<file path="src/rtl/param_bootloader.sv">
// param_bootloader: parametrised serial bootloader.
// Holds the CPU in stall and masters the shared bus to the SPART. It sends a
// ready byte, receives a little-endian word count and that many little-endian
// words, and strobes each word into instruction memory. It then answers ACK or
// NAK and either releases the CPU (RUN) or stays stalled (HALT).
// Optional feature macro: CHECKSUM_EN. When defined, a trailing XOR checksum
// byte over all payload bytes is received and verified before the response.
module param_bootloader #(
  parameter int unsigned WORD_BYTES = 4,
  parameter int unsigned ADDR_W     = 14,
  parameter int unsigned LOAD_BASE  = 0,
  parameter logic [31:0] SPART_BASE = 32'h0000_0000,
  parameter logic [7:0]  READY_BYTE = 8'h52,
  parameter logic [7:0]  ACK_BYTE   = 8'h06,
  parameter logic [7:0]  NAK_BYTE   = 8'h15
) (
  input  logic                    clk,
  input  logic                    rst_n,
  output logic [31:0]             addr_o,
  output logic [31:0]             data_o,
  input  logic [31:0]             data_i,
  output logic                    read_o,
  output logic                    write_o,
  input  logic                    ack_i,
  output logic [WORD_BYTES-1:0]   bl_strobe,
  output logic [WORD_BYTES*8-1:0] bl_data,
  output logic [ADDR_W-1:0]       bl_addr,
  output logic                    bl_stall,
  output logic                    done_o,
  output logic                    err_o
);

  localparam int unsigned WW        = WORD_BYTES * 8;
  localparam logic [63:0] CAPACITY  = (64'd1 << ADDR_W) - 64'(LOAD_BASE);
  localparam logic [31:0] STAT_ADDR = SPART_BASE + 32'd4;
  localparam logic [1:0]  LAST_IDX  = 2'(WORD_BYTES - 1);

  typedef enum logic [2:0] {
    TX_READY,
    RX_COUNT,
    RX_WORD,
    STORE,
`ifdef CHECKSUM_EN
    RX_CSUM,
`endif
    TX_RESP,
    RUN,
    HALT
  } state_t;

  state_t          state;
  logic            data_phase;   // 0: polling status, 1: data register access
  logic [1:0]      bidx;         // byte position within the current word
  logic [WW-1:0]   shreg;
  logic [WW-1:0]   cnt;
  logic [ADDR_W:0] idx;
  logic            nak;
  logic [7:0]      csum;

  logic [WW-1:0]   assembled;
  logic            last_byte;
  logic            is_tx;
  logic [7:0]      tx_byte;
  logic            req_active;
  logic            unused_bits;

  assign unused_bits = ^data_i[31:8];

  // Merge the incoming byte into the partial word and decode per-state bus intent
  always_comb begin
    assembled = shreg;
    assembled[{bidx, 3'b000} +: 8] = data_i[7:0];
    last_byte  = (bidx == LAST_IDX);
    is_tx      = (state == TX_READY) || (state == TX_RESP);
    tx_byte    = (state == TX_READY) ? READY_BYTE : (nak ? NAK_BYTE : ACK_BYTE);
    req_active = read_o || write_o;
  end

  // Load sequencer: bus handshake, byte assembly, stores and response
  always_ff @(posedge clk) begin
    if (!rst_n) begin
      state      <= TX_READY;
      data_phase <= 1'b0;
      bidx       <= '0;
      shreg      <= '0;
      cnt        <= '0;
      idx        <= '0;
      nak        <= 1'b0;
      csum       <= '0;
      addr_o     <= '0;
      data_o     <= '0;
      read_o     <= 1'b0;
      write_o    <= 1'b0;
      bl_strobe  <= '0;
      bl_data    <= '0;
      bl_addr    <= '0;
      bl_stall   <= 1'b1;
      done_o     <= 1'b0;
      err_o      <= 1'b0;
    end else begin
      bl_strobe <= '0;
      case (state)
        STORE: begin
          idx <= idx + 1'b1;
          if (64'(idx) + 64'd1 == 64'(cnt)) begin
`ifdef CHECKSUM_EN
            state <= RX_CSUM;
`else
            state <= TX_RESP;
`endif
          end else begin
            state <= RX_WORD;
          end
        end
        RUN, HALT: ;
        default: begin
          // Every bus state is a status poll followed by one data access;
          // the request is dropped on the edge that samples ack_i.
          if (!req_active) begin
            if (!data_phase) begin
              read_o <= 1'b1;
              addr_o <= STAT_ADDR;
            end else if (is_tx) begin
              write_o <= 1'b1;
              addr_o  <= SPART_BASE;
              data_o  <= {24'h0, tx_byte};
            end else begin
              read_o <= 1'b1;
              addr_o <= SPART_BASE;
            end
          end else if (ack_i) begin
            read_o  <= 1'b0;
            write_o <= 1'b0;
            addr_o  <= '0;
            data_o  <= '0;
            if (!data_phase) begin
              data_phase <= is_tx ? data_i[1] : data_i[0];
            end else begin
              data_phase <= 1'b0;
              case (state)
                TX_READY: begin
                  state <= RX_COUNT;
                  bidx  <= '0;
                  shreg <= '0;
                end
                RX_COUNT: begin
                  if (last_byte) begin
                    cnt  <= assembled;
                    bidx <= '0;
                    if (64'(assembled) > CAPACITY) begin
                      err_o <= 1'b1;
                      nak   <= 1'b1;
                      state <= TX_RESP;
                    end else if (assembled == '0) begin
`ifdef CHECKSUM_EN
                      state <= RX_CSUM;
`else
                      state <= TX_RESP;
`endif
                    end else begin
                      state <= RX_WORD;
                    end
                  end else begin
                    shreg <= assembled;
                    bidx  <= bidx + 1'b1;
                  end
                end
                RX_WORD: begin
                  csum <= csum ^ data_i[7:0];
                  if (last_byte) begin
                    shreg     <= assembled;
                    bidx      <= '0;
                    bl_strobe <= '1;
                    bl_data   <= assembled;
                    bl_addr   <= ADDR_W'(LOAD_BASE) + idx[ADDR_W-1:0];
                    state     <= STORE;
                  end else begin
                    shreg <= assembled;
                    bidx  <= bidx + 1'b1;
                  end
                end
`ifdef CHECKSUM_EN
                RX_CSUM: begin
                  if ((csum ^ data_i[7:0]) != 8'h00) begin
                    err_o <= 1'b1;
                    nak   <= 1'b1;
                  end
                  state <= TX_RESP;
                end
`endif
                TX_RESP: begin
                  if (nak) begin
                    state <= HALT;
                  end else begin
                    done_o   <= 1'b1;
                    bl_stall <= 1'b0;
                    state    <= RUN;
                  end
                end
                default: ;
              endcase
            end
          end
        end
      endcase
    end
  end

endmodule

</file>
<file path="config.mk">
export PLATFORM = sky130hd
export DESIGN_NAME = param_bootloader
export DESIGN_NICKNAME = d
export VERILOG_FILES = /design/src/rtl/param_bootloader.sv
export SDC_FILE = /design/constraint.sdc
export NUM_CORES = 1
export LEC_CHECK = 0
export ABC_AREA = 1
export ABC_CLOCK_PERIOD_IN_PS = 2100
export BUFFER_PORTS_ARGS = -buffer_cell sky130_fd_sc_hd__buf_4
export CORE_UTILIZATION = 51
export CTS_BUF_LIST = sky130_fd_sc_hd__clkbuf_4
export DETAILED_ROUTE_END_ITERATION = 12
export HOLD_SLACK_MARGIN = 0.03
export PLACE_DENSITY = 0.89
export SLEW_MARGIN = 15
export SYNTH_ARGS = -nofsm -noshare
export SYNTH_HDL_FRONTEND = slang
export SYNTH_SLANG_ARGS = --single-unit
</file>
<file path="constraint.sdc">
create_clock -name clk -period 2.1 [get_ports clk]
set_clock_uncertainty 0.15 [all_clocks]
set_input_delay 0.42 -clock clk [delete_from_list [all_inputs] [get_ports clk]]
set_output_delay 0.42 -clock clk [all_outputs]
set_load 0.01 [all_outputs]
</file>
Word-level counts from Yosys, hierarchy flattened
Index checks and enable logic that the tools add are counted.

word-level totals
  register bits after elaboration = 204
  logic and storage cells = 105
  output and inout bits = 119
  bits of input ports = 35

cells by class
  magnitude comparators = 1
  mux-type cells = 34
  shifts and indexed selects = 2
  equal/unequal tests = 13
  add/sub/neg operators = 4
  reductions and logical operators = 27
  bitwise logic cells = 8

operator list
  kind                      number
  $mux W32                  6
  $pmux W32 S3              1
  $bwmux W32                1
  $eq A16 B32 Y1            1
  $gt A32 B15 Y1 const B    1
  $logic_not A32 Y1         1
  $shift A8 B7 Y32 const A  1
  $shiftx A8 B7 Y32         1
  $mux W3                   9
  $reduce_and A6 Y1         4
  $add A15 B1 Y16 const B   1
  $add A15 B1 Y15 const B   1
  $reduce_and A7 Y1         2
  $pmux W3 S4               1
  $reduce_bool A2 Y1        6
  $eq A3 B3 Y1 const B      3
  $mux W1                   9
  $not A1 Y1                8
  $reduce_or A8 Y1          1
  $mux W7                   1
  $neg A5 Y7                1
  $eq A3 B2 Y1 const B      2
  $ne A3 B3 Y1 const B      2
  $pmux W3 S2               1
  other kinds (19)          24

Longest topological paths before layout
Gate-level depths: netlist (run 1).

  word-level depth = 12
  depth in mapped cells = 18
  gate-level depth less buffers = 17

Worst setup path after synthesis (run 1)
No wires, ideal clock.

  kind = register to register
  start point = reg bidx[0]
  end point = reg state[1]
  library setup time = 0.109 ns
  clock period less this slack = 2.178 ns
  arrival = 1.919 ns
  data required time = 1.841 ns
  slack = -0.078 ns
  stages on the path, launching flop included = 17
  buffers on the path = 0
  cells stage by stage = dfxtp_1 -> inv_1 -> ha_1 -> nor2_2 -> nand3_1 -> nand2_1 -> nor2_1 -> nand2_1 -> nor2_1 -> nand2_1 -> nand2_1 -> nand4_1 -> nand2_1 -> inv_1 -> nand3_1 -> nand2_1 -> inv_1

on the way
  word-level cells in the longest chain between the ends = 12
  elaborated cells between the ends (all ways) = 18
  classes of those cells = add/sub (1); order compare (1); eq/ne (3); shift (2); mux (9); reduce/logical (2)

RTL lines
  element                                                                  line  RTL
  start: declaration                                                       53    logic [1:0] bidx;
  start signal: assignment                                                 165   bidx <= bidx + 1'b1;
  start signal: assignment                                                 179   bidx <= bidx + 1'b1;
  parallel branches: the longest is 12 deep, another holds $gt A32 B15 Y1  -
  end signal: assignment                                                   109   state <= TX_RESP;
  end signal: assignment                                                   112   state <= RX_WORD;
  end signal: assignment                                                   142   state <= RX_COUNT;
  end: declaration                                                         51    state_t state;

Parallel ways; which one is timed is not known. The select of a mux whose other input is x is not followed.
A chain may end at the register's enable or synchronous reset.

Worst setup path in the final report (run 1)
Same ends and word-level chain as after synthesis.

==> results.tsv, run 1 <==
stage	metric	value	unit
global_route	overflow	0	
cts	clock_tree.root_cell	clkbuf_4	
logic_synthesis	synth_edf_count	0	
final_layout	syn2layout_area_growth	19.3	%
route	first_iter_violations	612	
final_layout	fin_util	62.4	%
logic_synthesis	syn-instance-count	1057	
cts	worstSkewPairLatency	580	ps
sta	whs	78.4	ps
final_layout	design_area	8660	um^2
setup_path	startpoint_type	flip-flop	
power_and_ir_drop	p_leak	3.90	nW
cts	cts_tree	yes	
global_route	grt_use_total	25.0	%
route	routed_via_density	5.19	
final_layout	nNetsFinal	1213	
global_route	antenna_found_initial	0	
route	drt-pass1-iter-count	6	
sta	period_share	104	%
setup_path	crit_required	2480	ps
logic_synthesis	syn_avg_cell_area	6.87	um^2
setup_path	end_kind	flip-flop	
route	ant_nets	0	
floorplan	die_w	121	um
cts	clkTransAtPathRegs	140	ps
cts	cts.sinks	143	
sta	rsz0062_at_grt	yes	
route	drc	0	
route	wire_per_inst	13.4	um
job	maxCapViolations	0	
logic_synthesis	ys_seq_elements	143	
setup_path	crit_slowest_cell	dfxtp_4	
setup_path	critical_path_class	flip-flop to flip-flop	
final_layout	finalNonFillerCells	1364	
logic_synthesis	synthArstFlopShare	0	%
final_layout	num_antenna_cells	0	
sta	final-hold-violation-count	0	
setup_path	cp_max_fo	8	
logic_synthesis	ys_seq_area_share	39.4	%
floorplan	ios	154	
sta	setup_violations	4	
cts	clk_path_buf_depth	2	
logic_synthesis	netlist-cell-type-count	30	
logic_synthesis	yosys_warnings	0	
floorplan	die_h	121	um
global_route	grt_pass1_vias	6486	
floorplan	fp.coreArea	13900	um^2
setup_path	timing.critical_path.to	state[1]	
floorplan	die_area	14700	um^2
global_route	grt_max_degree	94	
run_status	status	finished, violations left	
route	wl	18.3	mm
floorplan	initial_core_util	52.3	%
setup_path	ff2ff_setup_slack	-80	ps
place	place_hpwl	12.7	mm
place	gp_congestion	0.904	
power_and_ir_drop	peakVddDrop	0.000646	V
setup_path	reg2regPathDepth	16	
setup_path	critical-path-max-stage-delay	390	ps
setup_path	crit_start	bidx[0]	
sta	fin_crit	2180	ps
sta	report.final.slew_viol_count	0	
floorplan	rows	43	
cts	htreeDepth	4	
power_and_ir_drop	powerDensity	623	nW/um^2
hold_path	hold_class	input pin to flip-flop	
final_layout	drive_above_1_share	21.3	%
logic_synthesis	syn_area	7270	um^2
sta	max_freq	0.459	GHz
place	placed_cell_area	8170	um^2
cts	numCtsBuffers	17	
logic_synthesis	synth_ff_type	dfxtp_1	
setup_path	rr_startpoint	bidx[0]	
global_route	grt_pass1_wl	29.0	mm
sta	setup_ws	-77.8	ps
setup_path	cp_common_cell	nand2_1	
route	vias	7084	
setup_path	reg2reg_to	state[1]	
run_status	violations	setup timing	
setup_path	arrival	2560	ps
place	dp.cells	1324	
place	io_buffers	71	
setup_path	crit_chain	inv_4, ha_4, inv_2, nand2_4, nor2_2, nor2_1, nand2_1, nor2_2, nand2_2, nor2_4, nand4_1, nand2_1, inv_1, nand3_1, nand2_1, inv_1	
==> stage by stage <==
stage	worst slack (ps)	total power, mW	setup TNS (ps)
6_report	-77.8	5.40	-151
5_1_grt	-228	5.64	-690
4_1_cts	-23.4	5.41	-42.3
3_5_place_dp	-177	3.61	-509
3_3_place_gp	-31.1	3.59	-45.9
2_1_floorplan	-0.716	3.41	-0.716
==> routing by layer <==
layer	vias to the layer above	part of all wire, %	track usage (%)
li1	3518	-	-
met1	3197	40	28.4
met2	299	49	43.0
met3	70	6.8	5.59
met4	0	4.2	14.6
met5	-	0	0
==> cells in the final DEF (no fill, tap or decap), drive strengths merged <==
cell / n
xor2: 2
a31oi: 4
nor3: 7
bufinv: 2
nor2: 134
a21oi: 133
conb: 58
clkinv: 9
o22ai: 1
dlygate4sd3: 2
nand4: 7
a211oi: 20
nand3b: 6
xnor2: 1
inv: 155
dfxtp: 143
nand2: 159
clkbuf: 17
nand3: 63
o211ai: 2
o21bai: 1
clkinvlp: 2
buf: 144
o21ai: 105
ha: 7
==> state kept, by name, indices dropped and copies added (netlist names) <==
register / count
bl_data: 32
cnt: 32
shreg: 32
idx: 15
bl_addr: 14
data_o: 5
state: 3
bidx: 2
addr_o: 1
bl_stall: 1
bl_strobe: 1
data_phase: 1
done_o: 1
nak: 1
read_o: 1
write_o: 1
==> layout make-up <==
class	instances	area [um^2]
multi-input combinational	710	3530
sequential	143	2870
clock inverter	15	159
fill	1162	5220
timing repair buffer	146	1160
tap	180	225
clock buffer	17	128
inverter	153	584
==> worst max-delay path: cells and delay by family (launching register included) <==
family / cells / cell delay (ps)
and+or+nand+nor: 11 / 1070
DFF: 1 / 390
adders and majority gates: 1 / 340
buffers and inverters: 4 / 180
==> cells by family (layout without fill, tap and decap cells) <==
| logic type | count (synthesis) | count (layout) | synth area share [%] |
|---|---|---|---|
| fa+ha+maj | 7 | 7 | 1.21 |
| compound gates | 266 | 266 | 19.3 |
| simple gates | 376 | 376 | 22.6 |
| buf+inv | 261 | 331 | 17.1 |
| xor+xnor | 3 | 3 | 0.362 |
| flops | 143 | 143 | 39.4 |
| other cells | 1 | 58 | 0.0516 |
==> repair_timing <==
item	CTS	global route
hold buffers	2	0
resized for setup	23	21
endpoints found under the setup margin	27	15
hold endpoints to repair	2	0
pin swaps	11	12
setup buffers	2	4
==> report_power, final <==
part / total (mW) / switching, mW / internal, mW / leakage [nW]
clock: 1.80 / 1.08 / 0.717 / 0.151
combinational: 0.801 / 0.508 / 0.293 / 2.60
sequential: 2.80 / 0.0329 / 2.77 / 1.16
total: 5.40 / 1.62 / 3.78 / 3.90
==> worst min-delay path by stage <==
stage	start	end	cells after the start
after floorplan	shreg[19]	shreg[19]	2
after global placement	bl_addr[5]	bl_addr[5]	2
after detailed placement	bl_addr[5]	bl_addr[5]	2
after CTS	rst_n	bl_addr[10]	3
after global routing	rst_n	bl_addr[13]	3
final	rst_n	bl_addr[10]	3
==> cells in the mapped netlist, drive strengths merged (2+ instances only) <==
cell type	n	area [um^2]
o211ai	2	15.0
nand3	63	325
xor2	2	17.5
a31oi	4	25.0
ha	7	87.6
o21ai	105	526
clkinv	2	7.51
inv	151	567
a211oi	20	150
dfxtp	143	2860
nand3b	6	45.0
nor3	7	45.0
clkbuf	26	97.6
nand4	7	43.8
nor2	134	576
nand2	159	609
a21oi	133	666
buf	82	568
(Power assumes the default switching activity.)
==> run 2: changes to the inputs <==
--- a/config.mk
+++ b/config.mk
@@ -7,3 +7,2 @@
 export LEC_CHECK = 0
-export ABC_AREA = 1
 export ABC_CLOCK_PERIOD_IN_PS = 2100
==> constraint.sdc (replaced) <==
create_clock -name clk -period 2.1 [get_ports clk]
set_clock_uncertainty 0.15 [all_clocks]
set_input_delay 0.21 -clock clk [delete_from_list [all_inputs] [get_ports clk]]
set_output_delay 0.21 -clock clk [all_outputs]
set_load 0.01 [all_outputs]
==> results.tsv, run 2 <==
stage	metric	value	unit	change
logic_synthesis	synth_commonest_cells	nand2_1, dfxtp_1, o211a_1, buf_4, clkbuf_1		
logic_synthesis	yosysMostFrequentCell	nand2_1		
floorplan	ios	154		unchanged
sta	report.final.slew_viol_count	0		unchanged
sta	max_freq	0.413	GHz	-10%
logic_synthesis	syn_area	7150	um^2	-1.6%
route	ant_nets	0		unchanged
setup_path	critical-path-max-stage-delay	380	ps	about the same
cts	cts_tree	yes		
power_and_ir_drop	p_leak	4.41	nW	+13%
route	drt-pass1-iter-count	8		+2
sta	rsz0062_at_grt	yes		
setup_path	arrival	2750	ps	+190 ps
place	place_ws	-432	ps	-255 ps
cts	cts.sinks	143		unchanged
cts	worstSkewPairLatency	570	ps	about the same
run_status	status	finished, violations left		
final_layout	top_regs	bl_data: 32 flops, cnt: 32 flops, shreg: 32 flops		
final_layout	most-common-layout-cells	buf_4, nand2_1, dfxtp_1		
sta	timing.setup.tns	-915	ps	-763 ps
logic_synthesis	syn_avg_cell_area	8.35	um^2	+22%
cts	htreeDepth	4		unchanged
logic_synthesis	synth_edf_count	0		unchanged
logic_synthesis	ys_seq_area_share	40.0	%	+0.63 points
logic_synthesis	ys_seq_elements	143		unchanged
logic_synthesis	synthArstFlopShare	0	%	unchanged
sta	setup_violations	6		+2
cts	clock_tree.root_cell	clkbuf_4		
setup_path	cp_max_fo	3		-5
logic_synthesis	synth_ff_type	dfxtp_1		
logic_synthesis	yosys-top-cells-area	dfxtp_1, o211a_1, nand2_1, buf_4, and2_1		
cts	numCtsBuffers	17		unchanged
global_route	overflow	0		unchanged
global_route	grt_use_total	24.2	%	-0.83 points
setup_path	path_buf_inv	1		-3
cts	clkTransAtPathRegs	140	ps	about the same
global_route	antenna_found_initial	0		unchanged
sta	slew_headroom	59.3	%	
global_route	grt_pass1_vias	5713		-12%
setup_path	startpoint_type	flip-flop		
setup_path	end_kind	flip-flop		
route	routed_via_density	5.51		+6.0%
cts	clk_path_buf_depth	2		unchanged
route	first_iter_violations	565		-7.7%
floorplan	die_w	120	um	-0.78%
hold_path	hold_class	input pin to flip-flop		
global_route	grt_pass1_wl	27.7	mm	-4.6%
setup_path	crit_chain	ha_4, buf_6, nor2b_4, or3_1, a21oi_2, o211ai_1, nor4_2, a31oi_2, o31a_1		
run_status	violations	setup timing		
power_and_ir_drop	totalPowerFinal	4.91	mW	-9.1%
sta	whs	57.8	ps	-20.7 ps
final_layout	fillers	1069		-8.0%
floorplan	die_area	14500	um^2	-1.6%
floorplan	fp.coreArea	13500	um^2	-3.1%
sta	fin_crit	2420	ps	+241 ps
setup_path	critical_path_class	flip-flop to flip-flop		
place	place_hpwl	12.0	mm	-5.3%
route	wire_per_inst	15.5	um	+16%
final_layout	syn2layout_area_growth	23.5	%	
power_and_ir_drop	powerDensity	556	nW/um^2	-11%
setup_path	crit_slowest_cell	or3_1		
sta	tightest_slew	610	ps	
floorplan	initial_core_util	53.2	%	+0.81 points
global_route	grt_max_degree	66		-30%
job	maxCapViolations	0		unchanged
final_layout	drive_above_1_share	23.9	%	+2.7 points
logic_synthesis	syn-instance-count	856		-19%
logic_synthesis	yosys_warnings	0		unchanged
logic_synthesis	yosysTopAreaCell	dfxtp_1		
sta	setup_ws	-319	ps	-241 ps
final_layout	nNetsFinal	1027		-15%
floorplan	rows	42		-2.3%
final_layout	layout_commonest_cell	buf_4		
sta	period_share	115	%	+11 points
route	wl	18.2	mm	-0.42%
logic_synthesis	synth_top_area_share	40.0	%	+0.63 points
route	drc	0		unchanged
place	io_buffers	71		unchanged
place	gp_congestion	0.895		-0.97%
final_layout	num_antenna_cells	0		unchanged
setup_path	cp_top_family	simple AND/OR/NAND/NOR gates		
route	vias	6463		-8.8%
logic_synthesis	netlist-cell-type-count	56		+87%
sta	final-hold-violation-count	0		unchanged
setup_path	crit_required	2430	ps	-50 ps
power_and_ir_drop	peakVddDrop	0.000515	V	-20%
floorplan	die_h	120	um	-0.78%
[run 2: changes by cell type in the layout (fill, tap and decap cells not counted), sizes merged, moves of 50 or more]
cell,before,now
nand3,63,13
o21ai,105,46
inv,155,7
o211a,0,64
nor2,134,23
a21oi,133,46
[run 2: worst reg2reg max path: cells and delay by family (launching register included)]
| family | cells | cell delay [ps] |
|---|---|---|
| AO/OA/AOI/OAI | 4 | 740 |
| adder cells (fa/ha/maj) | 1 | 160 |
| buffers and inverters | 1 | 110 |
| flip-flops | 1 | 360 |
| AND/OR/NAND/NOR | 3 | 820 |
[run 2: what timing repair did]
action                     in CTS  in global routing
gates resized for setup        10                 28
setup endpoints to repair       5                 75
cloned                          0                  2
hold endpoints to repair       43                  1
setup buffers                   0                  5
hold buffers                    8                  1
pin swaps                       2                  9
[run 2: cell families after synthesis]
group | count (synthesis) | synth area share [%]
DFF | 143 | 40.0
and+or+nand+nor | 344 | 24.1
AOI/OAI and AO/OA | 201 | 20.4
buffers and inverters | 125 | 9.80
adders and majority gates | 7 | 1.22
muxes | 4 | 0.577
xor gates and xnor gates | 31 | 3.80
other | 1 | 0.0524
[run 2: path summary, 6_finish.rpt]
path	cells past startpoint	startpoint	slack, ps	endpoint
setup / recovery	9	idx[0]	-320	state[1]
hold reg to reg	2	bl_stall	310	bl_stall
setup reg to reg	9	idx[0]	-320	state[1]
hold / removal	5	data_i[4]	60	cnt[4]
[run 2: cell type report]
cell class                      count  area (um^2)  share of cell area, %
Clock buffer                       17          128                   1.45
Clock inverter                     15          183                   2.07
Inverter                            2         12.5                  0.142
Multi-Input combinational cell    645         3990                   45.2
Sequential cell                   143         2870                   32.5
Tap cell                          176          220                   2.49
Timing Repair Buffer              176         1430                   16.2
[run 2: per-stage QoR]
| stage | area (um^2) | cells | utilization, % |
|---|---|---|---|
| after floorplan | 7430 | 913 | - |
| after global placement | 8210 | 1126 | 61.0 |
| after detailed placement | 8210 | 1126 | 61.0 |
| after CTS | 8640 | 1166 | 64.3 |
| after global routing | 8830 | 1174 | 65.6 |
| final | 8830 | 1174 | 65.6 |
[run 2: metal layers]
layer  vias up  routed length [um]  GRT usage (%)
met5         -                   0              0
met4         0                 428           9.41
met3        40                1490           6.04
met2       324                8550           39.0
met1      3016                7750           31.1
li1       3083                   -              -
[run 2: report_power, final]
group          switching [mW]  total [mW]  internal, mW  leakage, nW
clock network            1.08        1.92         0.838        0.156
registers             0.00713        2.73          2.72         1.15
logic                   0.170       0.262        0.0919         3.10
==> run 3: changes to the inputs <==
Settings changed: REMOVE_ABC_BUFFERS set to 1.
==> results.tsv, run 3 (synthesis results as in run 2) <==
stage	metric	value	unit	change
run_status	violations	DRC, setup timing		
global_route	antenna_found_initial	0		unchanged
sta	timing.setup.tns	-1520	ps	-603 ps
floorplan	initial_core_util	53.2	%	unchanged
route	drc	1		+1
global_route	grt_use_total	25.8	%	+1.6 points
power_and_ir_drop	peakVddDrop	0.000375	V	-27%
cts	numCtsBuffers	17		unchanged
final_layout	fillers	1004		-6.1%
cts	htreeDepth	4		unchanged
job	maxCapViolations	0		unchanged
sta	setup_ws	-502	ps	-183 ps
sta	setup_violations	9		+3
sta	slew_headroom	66.6	%	+7.3 points
final_layout	fin_util	67.0	%	+1.4 points
power_and_ir_drop	powerDensity	572	nW/um^2	+2.9%
setup_path	crit_required	2450	ps	+20 ps
place	gp_congestion	0.898		+0.36%
sta	max_freq	0.384	GHz	-7.0%
setup_path	ff2ff_setup_slack	-500	ps	-180 ps
final_layout	drive_above_1_share	25.4	%	+1.4 points
route	ant_nets	0		unchanged
floorplan	ios	154		unchanged
final_layout	num_antenna_cells	0		unchanged
power_and_ir_drop	totalPowerFinal	5.16	mW	+5.1%
sta	fin_crit	2600	ps	+183 ps
setup_path	arrival	2950	ps	+200 ps
cts	cts_tree	yes		
place	place_hpwl	12.0	mm	-0.12%
hold_path	hold_class	input pin to flip-flop		
run_status	status	finished, violations left		
cts	clock_tree.root_cell	clkbuf_4		
floorplan	rows	42		unchanged
sta	period_share	124	%	+8.7 points
global_route	grt_max_degree	53		-20%
route	wl	19.7	mm	+8.3%
global_route	grt_pass1_wl	29.4	mm	+6.4%
cts	cts.sinks	143		unchanged
final_layout	top_regs	bl_data: 32 flops, cnt: 32 flops, shreg: 32 flops		
cts	clkTransAtPathRegs	160	ps	+20 ps
cts	clk_path_buf_depth	2		unchanged
floorplan	fp.coreArea	13500	um^2	unchanged
final_layout	most-common-layout-cells	buf_4, nand2_1, dfxtp_1		
floorplan	die_w	120	um	unchanged
power_and_ir_drop	p_leak	4.48	nW	+1.6%
floorplan	die_area	14500	um^2	unchanged
route	routed_via_density	5.74		+4.2%
route	drt-pass1-iter-count	10		+2
setup_path	critical_path_class	flip-flop to flip-flop		
sta	final-hold-violation-count	0		unchanged
final_layout	nNetsFinal	1037		+0.97%
final_layout	layout_commonest_cell	buf_4		
place	io_buffers	71		unchanged
setup_path	startpoint_type	flip-flop		
cts	worstSkewPairLatency	590	ps	+20 ps
route	first_iter_violations	647		+15%
global_route	grt_pass1_vias	6063		+6.1%
global_route	overflow	0		unchanged
route	vias	6794		+5.1%
sta	rsz0062_at_grt	yes		
route	wire_per_inst	16.7	um	+7.4%
setup_path	end_kind	flip-flop		
sta	tightest_slew	500	ps	-110 ps
place	place_ws	-488	ps	-56.0 ps
setup_path	cp_max_fo	4		+1
sta	report.final.slew_viol_count	0		unchanged
floorplan	die_h	120	um	unchanged
final_layout	syn2layout_area_growth	26.1	%	
## run 3: changes by cell type in the layout (fill, tap and decap cells not counted), moves of 3 or more
cell / delta
buf_6: +7
a21oi_2: +4
buf_4: +4
inv_6: -4
a21oi_1: -3
o21ai_0: -3
## run 3: area by class of cell
cell class                 count  area [um^2]  share of cell area [%]
clock buffer                  19          143                    1.58
clock inverter                13          213                    2.36
inverter                       2         10.0                   0.111
multi-input combinational    645         4040                    44.9
sequential                   143         2870                    31.8
tap                          176          220                    2.44
timing repair buffer         186         1520                    16.9
## run 3: repair_timing
item,in CTS,in global routing
hold buffers,9,0
gates cloned,0,1
setup buffers,2,6
endpoints found under the setup margin,18,78
hold endpoints to repair,72,0
gates resized for setup,38,27
pin swaps,12,9
## run 3: through the flow
stage                     hold WS (ps)  cell area, um^2  instances
after CTS                         32.0             8850       1178
after detailed placement           295             8220       1135
after global routing              77.6             9020       1184
after global placement             284             8220       1135
after floorplan                    122             6670        790
final                             99.6             9020       1184
## run 3: worst max-delay path: stages, from the launching register on
cell and delay, ps:
dfxtp_2 360, inv_2 90, buf_6 120, ha_4 180, and4b_2 280, buf_4 160
a2111oi_4 400, a41o_1 280, nor4_4 70, and2_1 160, o31a_1 260
## run 3: routing by layer
layer	vias to the layer above	track usage, %	part of all wire (%)
met4	0	14.6	5.4
met3	112	7.69	8.9
met2	400	42.0	46
met5	-	0	0
li1	3108	-	-
met1	3174	30.3	40
## run 3: worst paths after layout
check	start	end	cells after the start
max	bidx[1]	state[1]	10
min	data_i[3]	cnt[27]	5
max reg2reg	bidx[1]	state[1]	10
min reg2reg	bl_addr[11]	bl_addr[11]	2
## run 3: where the power goes
part / internal, mW / total, mW / leakage, nW / switching [mW]
registers: 2.72 / 2.73 / 1.15 / 0.00850
clock network: 1.10 / 2.16 / 0.179 / 1.07
logic: 0.0965 / 0.270 / 3.14 / 0.173
